--- config.mk ---
export PLATFORM = sky130hd
export DESIGN_NAME = snake_frame_renderer
export DESIGN_NICKNAME = d
export VERILOG_FILES = /design/src/rtl/snake_frame_renderer.sv
export SDC_FILE = /design/constraint.sdc
export NUM_CORES = 1
export LEC_CHECK = 0
export ABC_AREA = 1
export BUFFER_PORTS_ARGS = -buffer_cell sky130_fd_sc_hd__buf_2
export CAP_MARGIN = 0
export CORE_MARGIN = 2
export CORE_UTILIZATION = 30
export DETAILED_ROUTE_END_ITERATION = 8
export HOLD_SLACK_MARGIN = 0.06
export PLACE_DENSITY = 0.44
export SYNTH_ARGS = -nofsm -noshare
export SYNTH_HDL_FRONTEND = slang
export SYNTH_SLANG_ARGS = --single-unit
--- constraint.sdc ---
create_clock -name clock -period 1.4 [get_ports clock]
set_input_delay 0.14 -clock clock [delete_from_list [all_inputs] [get_ports clock]]
set_output_delay 0.14 -clock clock [all_outputs]
set_load 0.05 [all_outputs]
--- src/rtl/snake_frame_renderer.sv ---
// snake_frame_renderer: rasterises snake body RAM plus apple into a double-buffered 8x8 row-scanned LED matrix
module snake_frame_renderer #(
  parameter int ROW_TICKS = 50000,
  parameter int BLINK_TICKS = 12500000
) (
  input  logic       clock,
  input  logic       reset,
  input  logic       start,
  input  logic [5:0] size,
  input  logic [5:0] apple,
  input  logic       apple_en,
  output logic [5:0] rd_addr,
  input  logic [5:0] rd_data,
  output logic       busy,
  output logic       done,
  output logic [7:0] row_sel,
  output logic [7:0] col_data,
  output logic [2:0] db_state
);
  localparam int RW = $clog2(ROW_TICKS);
  localparam int BW = $clog2(BLINK_TICKS);
  localparam logic [RW-1:0] ROW_LAST = RW'(ROW_TICKS - 1);
  localparam logic [BW-1:0] BLINK_LAST = BW'(BLINK_TICKS - 1);
  typedef enum logic [2:0] {
    IDLE  = 3'd0,
    CLEAR = 3'd1,
    READ  = 3'd2,
    DRAIN = 3'd3,
    APPLE = 3'd4,
    SWAP  = 3'd5
  } state_t;
  state_t state, next;
  logic [5:0] cnt, size_r, apple_b, apple_f;
  logic apple_bv, apple_fv, vld, blink;
  logic [63:0] back, front;
  logic [RW-1:0] row_tick;
  logic [BW-1:0] blink_tick;
  logic [2:0] row;
  always_comb begin
    next = state;
    case (state)
      IDLE:    next = start ? CLEAR : IDLE;
      CLEAR:   next = size != 6'd0 ? READ : APPLE;
      READ:    next = cnt == size_r - 6'd1 ? DRAIN : READ;
      DRAIN:   next = APPLE;
      APPLE:   next = SWAP;
      SWAP:    next = IDLE;
      default: next = IDLE;
    endcase
  end
  assign rd_addr = state == READ ? cnt : 6'd0;
  assign busy = state != IDLE;
  assign done = state == SWAP;
  assign db_state = state;
  // vld trails READ by one cycle to match the RAM read latency, so DRAIN catches the last word
  always_ff @(posedge clock) begin
    if (reset) begin
      state <= IDLE;
      cnt <= 6'd0;
      size_r <= 6'd0;
      vld <= 1'b0;
      back <= 64'd0;
      front <= 64'd0;
      apple_b <= 6'd0;
      apple_bv <= 1'b0;
      apple_f <= 6'd0;
      apple_fv <= 1'b0;
    end else begin
      state <= next;
      vld <= state == READ;
      if (state == CLEAR) begin
        back <= 64'd0;
        cnt <= 6'd0;
        size_r <= size;
      end else if (vld) back[rd_data] <= 1'b1;
      if (state == READ) cnt <= cnt + 6'd1;
      if (state == APPLE) begin
        apple_b <= apple;
        apple_bv <= apple_en;
      end
      if (state == SWAP) begin
        front <= back;
        apple_f <= apple_b;
        apple_fv <= apple_bv;
      end
    end
  end
  always_ff @(posedge clock) begin
    if (reset) begin
      row_tick <= '0;
      row <= 3'd0;
      blink_tick <= '0;
      blink <= 1'b0;
    end else begin
      row_tick <= row_tick == ROW_LAST ? '0 : row_tick + 1'b1;
      if (row_tick == ROW_LAST) row <= row + 3'd1;
      blink_tick <= blink_tick == BLINK_LAST ? '0 : blink_tick + 1'b1;
      if (blink_tick == BLINK_LAST) blink <= ~blink;
    end
  end
  assign row_sel = 8'd1 << row;
  assign col_data = front[{row, 3'b000} +: 8] |
                    ((apple_fv && apple_f[5:3] == row && blink) ? 8'd1 << apple_f[2:0] : 8'd0);
endmodule

Word level (Yosys, flattened, before mapping):

Index checks and enable logic that the tools add are counted.
W data, S select, Z words.

* flip-flop bits (word level): 202
* output and inout port bits: 27
* word-level logic and storage cells: 56

* add/sub/neg operators: 5
* magnitude comparators: 2
* equal/unequal tests: 9
* shifts and indexed selects: 3
* mux-type cells: 10
* bitwise operators: 3
* reduce and logical (&&, ||, !) cells: 10

Operators by type and width (number)
* $or A64 B64 Y64: 1
* $shiftx A64 B7 Y8: 1
* $add A24 B1 Y24 const B: 1
* $eq A24 B24 Y1 const B: 1
* $mux W6: 3
* $add A16 B1 Y16 const B: 1
* $eq A16 B16 Y1 const B: 1
* $shl A1 B3 Y8 const A: 2
* $pmux W3 S5: 1
* $mux W8: 1
* $or A8 B8 Y8: 1
* $lt A6 B7 Y1 const B: 1
* $add A6 B1 Y6 const B: 1
* $demux W1 S6: 1
* $eq A3 B2 Y1 const B: 2
* $eq A3 B3 Y1 const B: 2
* $eq A6 B6 Y1: 1
* $ge A6 B1 Y1 const B: 1
* $reduce_bool A6 Y1: 1
* $reduce_or A2 Y1: 3
* $sub A6 B1 Y6 const B: 1
* $add A3 B1 Y3 const B: 1
* $eq A3 B1 Y1 const B: 1
* $eq A3 B3 Y1: 1
* other kinds (7): 11

Depth between registers and ports, before layout:

* depth after elaboration: 5
* mapped depth: 11
* gate-level depth less buffers: 11

Worst setup path before layout:

OpenSTA, ideal clock, no wires.

* kind: flip-flop to output port
* start: reg row[0]
* end: out col_data[0]
* arrival time: 2.143 ns
* slack: -0.883 ns
* cell stages (with the launch flop): 7
* path buffers: 2
* path through: dfxtp_1 -> buf_2 -> clkbuf_1 -> o21ai_0 -> a21oi_1 -> a211oi_1 -> o21ai_0

* word-level cells in the longest chain between the ends: 5

RTL lines
* from (decl): RTL line 38 `logic [2:0] row;`
* from (signal assigned): RTL line 96 `if (row_tick == ROW_LAST) row <= row + 3'd1;`
* branches (longest 4 deep; another with $shiftx A64 B7 Y8)
* $or A8 B8 Y8 (*): RTL line 102 `assign col_data = front[{row, 3'b000} +: 8] |`
* to (decl): RTL line 17 `output logic [7:0] col_data,`

Mark *: on every way between the ends.

Worst setup path in the final report:

* start: reg row[1]
* end: out col_data[2]

The elaborated chain is that of the path after synthesis.

==> results by group <==
Final layout
  – Area Overhead vs Synth: 58.8%
  – Layout cells sized above 1: 41.7%
  – # diodes: 0
  – Fillers: 2703
  – Final #Nets: 1399

STA
  – Hold WS: 0.112 ns
  – Slew HR: 67.9%
  – Measured slew at the worst slew-check pin: 0.481 ns
  – Tmin final: 2.06 ns
  – RSZ-0062 raised after global routing: true
  – Max Clock Skew: 0.0215 ns
  – Max Slew Vio Count: 0
  – Tcrit/Tclk final: 147%
  – Setup slack after layout: -0.656 ns
  – Fmax: 486 MHz
  – Final number of setup-violating endpoints: 112
  – Endpoints failing hold: 0
  – Setup TNS: -22.58 ns

Global route
  – Vias in the first global route: 7736
  – GR Util met1: 24.4%
  – Pin count of the biggest net entering global routing: 53
  – Antenna violations before repair: 0
  – Grt ovf: 0
  – First-pass GRT wire length: 42.0 mm
  – Met2 usage: 27.1%
  – GRT Total Usage: 17.1%
  – Top Usage Layer GRT: met2
  – Met3 usage: 2.59%

Synthesis
  – Post-synthesis sequential area ratio: 47.2%
  – Synthesis-stage register bit count: 202
  – Yosys warns: 0
  – Largest cells by area after synthesis: dfxtp_1, nor2_1, a21oi_1, o21ai_0, nand2_1
  – Yosys cell types: 37
  – Syn Inst Count: 1148
  – Post-synth design cell area: 8560 µm²
  – Yosys top cell area share: 47.2%
  – Syn Area/Cell: 7.46 µm²
  – Synth area leader: dfxtp_1
  – Post-Syn Nets: 1180

Setup path
  – Reg-to-Reg End: front[61]
  – Critical Path Sink: col_data[2]
  – Max stage delay on crit path: 0.37 ns
  – CP Cell Sequence: clkinvlp_4 -> buf_6 -> a21oi_1 -> o21ai_1 -> o21ai_1 -> o21ai_2 -> o21ai_4 -> buf_6
  – Critical-path top delay cell: dfxtp_4
  – RR Startpoint: db_state[0]
  – Reg2Reg Depth: 10
  – Worst Path Class, Setup: flop to output port
  – Worst setup SP type: flop
  – Crit path required time: 1.26 ns
  – Crit path from: row[1]
  – Worst EP arrival: 1.92 ns
  – Crit-path max FO: 5
  – Critical Path End Type: output port
  – Reg2reg setup slack: -0.24 ns

Placement
  – Final Wtd Congestion: 0.750
  – IO buf count: 48
  – DP Wirelength: 17.2 mm

Clocking
  – TritonCTS Buffers: 25
  – Clk_lat worst skew: 0.54 ns
  – Clk Tree Root Cell: clkbuf_16
  – Clock sink total: 202
  – Worst-path clk slew: 0.06 ns
  – CTS tree: done
  – Clock buffer depth: 3
  – H-tree levels: 1

Floorplan
  – Num rows: 61
  – Die X-Extent: 173 µm
  – Die area: 29900 µm²
  – Initial core utilization: 30.7%
  – Io pins: 49
  – Die Ht: 173 µm
  – CORE AREA: 27900 µm²

Run status
  – Failing checks: negative setup slack
  – Outcome: finished, violations left

Power and ir drop
  – Ratio of total power to cell area: 969 nW/µm²
  – Leakage: 0.00523 µW
  – VDD IR max: 0.809 mV

Detailed routing
  – Via count: 8175
  – Vias per cell: 4.64
  – Drt drc: 0
  – Antenna-violating nets left: 0
  – Drt pass-1 iters: 4
  – Total length of routed wires: 27.1 mm
  – WL per Instance: 15.4 µm
  – First DRT Iteration DRCs: 491

Min path
  – Worst hold path type: input port to flop

Job
  – Max cap viols: 0
[synthesized netlist by cell type, drive strengths merged]
cell and count:
buf 19, nand3 30, nor4 9, xnor2 8, a32o 1, dfxtp 202
o22ai 1, nand2 125, xor2 8, ha 10, a211oi 10, nand3b 2
or2 5, o221ai 4, o21a 1, a21oi 132, nand4 18, a41oi 4
o211ai 4, nor3b 4, inv 105, nor3 19, nor2 262, nand2b 1
clkbuf 31, o21ai 133
[registers in the layout (all words and copies together) (netlist names), 3 cells and up]
name / flops
row_tick: 16
apple_f: 6
front: 64
back: 64
cnt: 6
row: 3
blink_tick: 24
size_r: 6
db_state: 3
apple_b: 6
[cell usage in the layout (no fill, tap or decap), drive strengths merged]
| cell | count |
|---|---|
| a211oi | 10 |
| a21oi | 132 |
| a32o | 1 |
| a41oi | 4 |
| buf | 217 |
| bufinv | 1 |
| clkbuf | 43 |
| clkinv | 6 |
| clkinvlp | 4 |
| dfxtp | 202 |
| dlygate4sd3 | 17 |
| ha | 10 |
| inv | 102 |
| nand2 | 125 |
| nand2b | 1 |
| nand3 | 30 |
| nand3b | 2 |
| nand4 | 18 |
| nor2 | 262 |
| nor3 | 19 |
| nor3b | 4 |
| nor4 | 9 |
| o211ai | 4 |
| o21a | 1 |
| o21ai | 133 |
| o221ai | 4 |
| o22ai | 1 |
| or2 | 5 |
| xnor2 | 8 |
| xor2 | 8 |
[per-layer routing]
layer  up-vias  wire [µm]
li1       4230          -
met5         -          0
met3        35       1060
met1      3788      13200
met4         0        481
met2       122      12300
[cell families (layout without fill, tap and decap cells)]
kind of cell    count (synthesis)  in the layout  synth area share, %
simple gates                  475            475                 24.6
compound gates                290            290                 17.8
flops                         202            202                 47.2
buf+inv                       155            390                 7.25
xor+xnor                       16             16                 1.64
fa+ha+maj                      10             10                 1.46
[repair_timing]
item | in CTS | in global routing
endpoints found under the setup margin | 70 | 146
gates resized for setup | 192 | 305
hold buffers | 17 | 0
pin swaps | 33 | 67
hold endpoints to repair | 24 | 0
setup buffers | 25 | 32
gates cloned | 6 | 11
[how the worst min path moves through the flow]
stage	from	end	slack, ns	depth (start not counted)
floorplan	apple[0]	apple_b[0]	0.27	2
global placement	apple[4]	apple_b[4]	0.37	3
detailed placement	apple[1]	apple_b[1]	0.37	3
CTS	rd_data[1]	back[14]	0.09	4
global route	rd_data[1]	back[14]	0.12	4
finish	rd_data[1]	back[14]	0.11	4
[area by class of cell]
class | count | area, µm² | area share, %
clock buffers | 36 | 727 | 5.35
repair inverters | 1 | 5.00 | 0.0368
flip-flops and latches | 202 | 4090 | 30.1
clock inverters | 7 | 78.8 | 0.580
repair buffers | 241 | 2600 | 19.1
well taps | 378 | 473 | 3.48
multi-input cells | 791 | 5190 | 38.2
inverters | 105 | 440 | 3.24
[worst max-delay path: cells and delay by family (launching register included)]
family,cells,cell delay (ns)
compound gates,5,0.51
flops,1,0.37
buf+inv,3,0.49
[stage by stage]
stage	cell area, µm²	worst slack [ns]	util, %	instances	power [µW]
6_report	13600	-0.656	48.7	1761	13200
5_1_grt	13600	-0.755	48.7	1761	13700
4_1_cts	12300	-0.652	44.0	1728	13200
3_5_place_dp	10300	-0.299	37.0	1639	6700
3_3_place_gp	10300	-0.252	37.0	1639	6700
2_1_floorplan	8810	-0.0941	-	1148	6410
[power by group]
| group | switching, µW | total [µW] | internal, µW |
|---|---|---|---|
| sequential | 56.2 | 5860 | 5800 |
| combinational | 562 | 984 | 421 |
| clock | 2540 | 6330 | 3790 |
(Power assumes the default switching activity.)
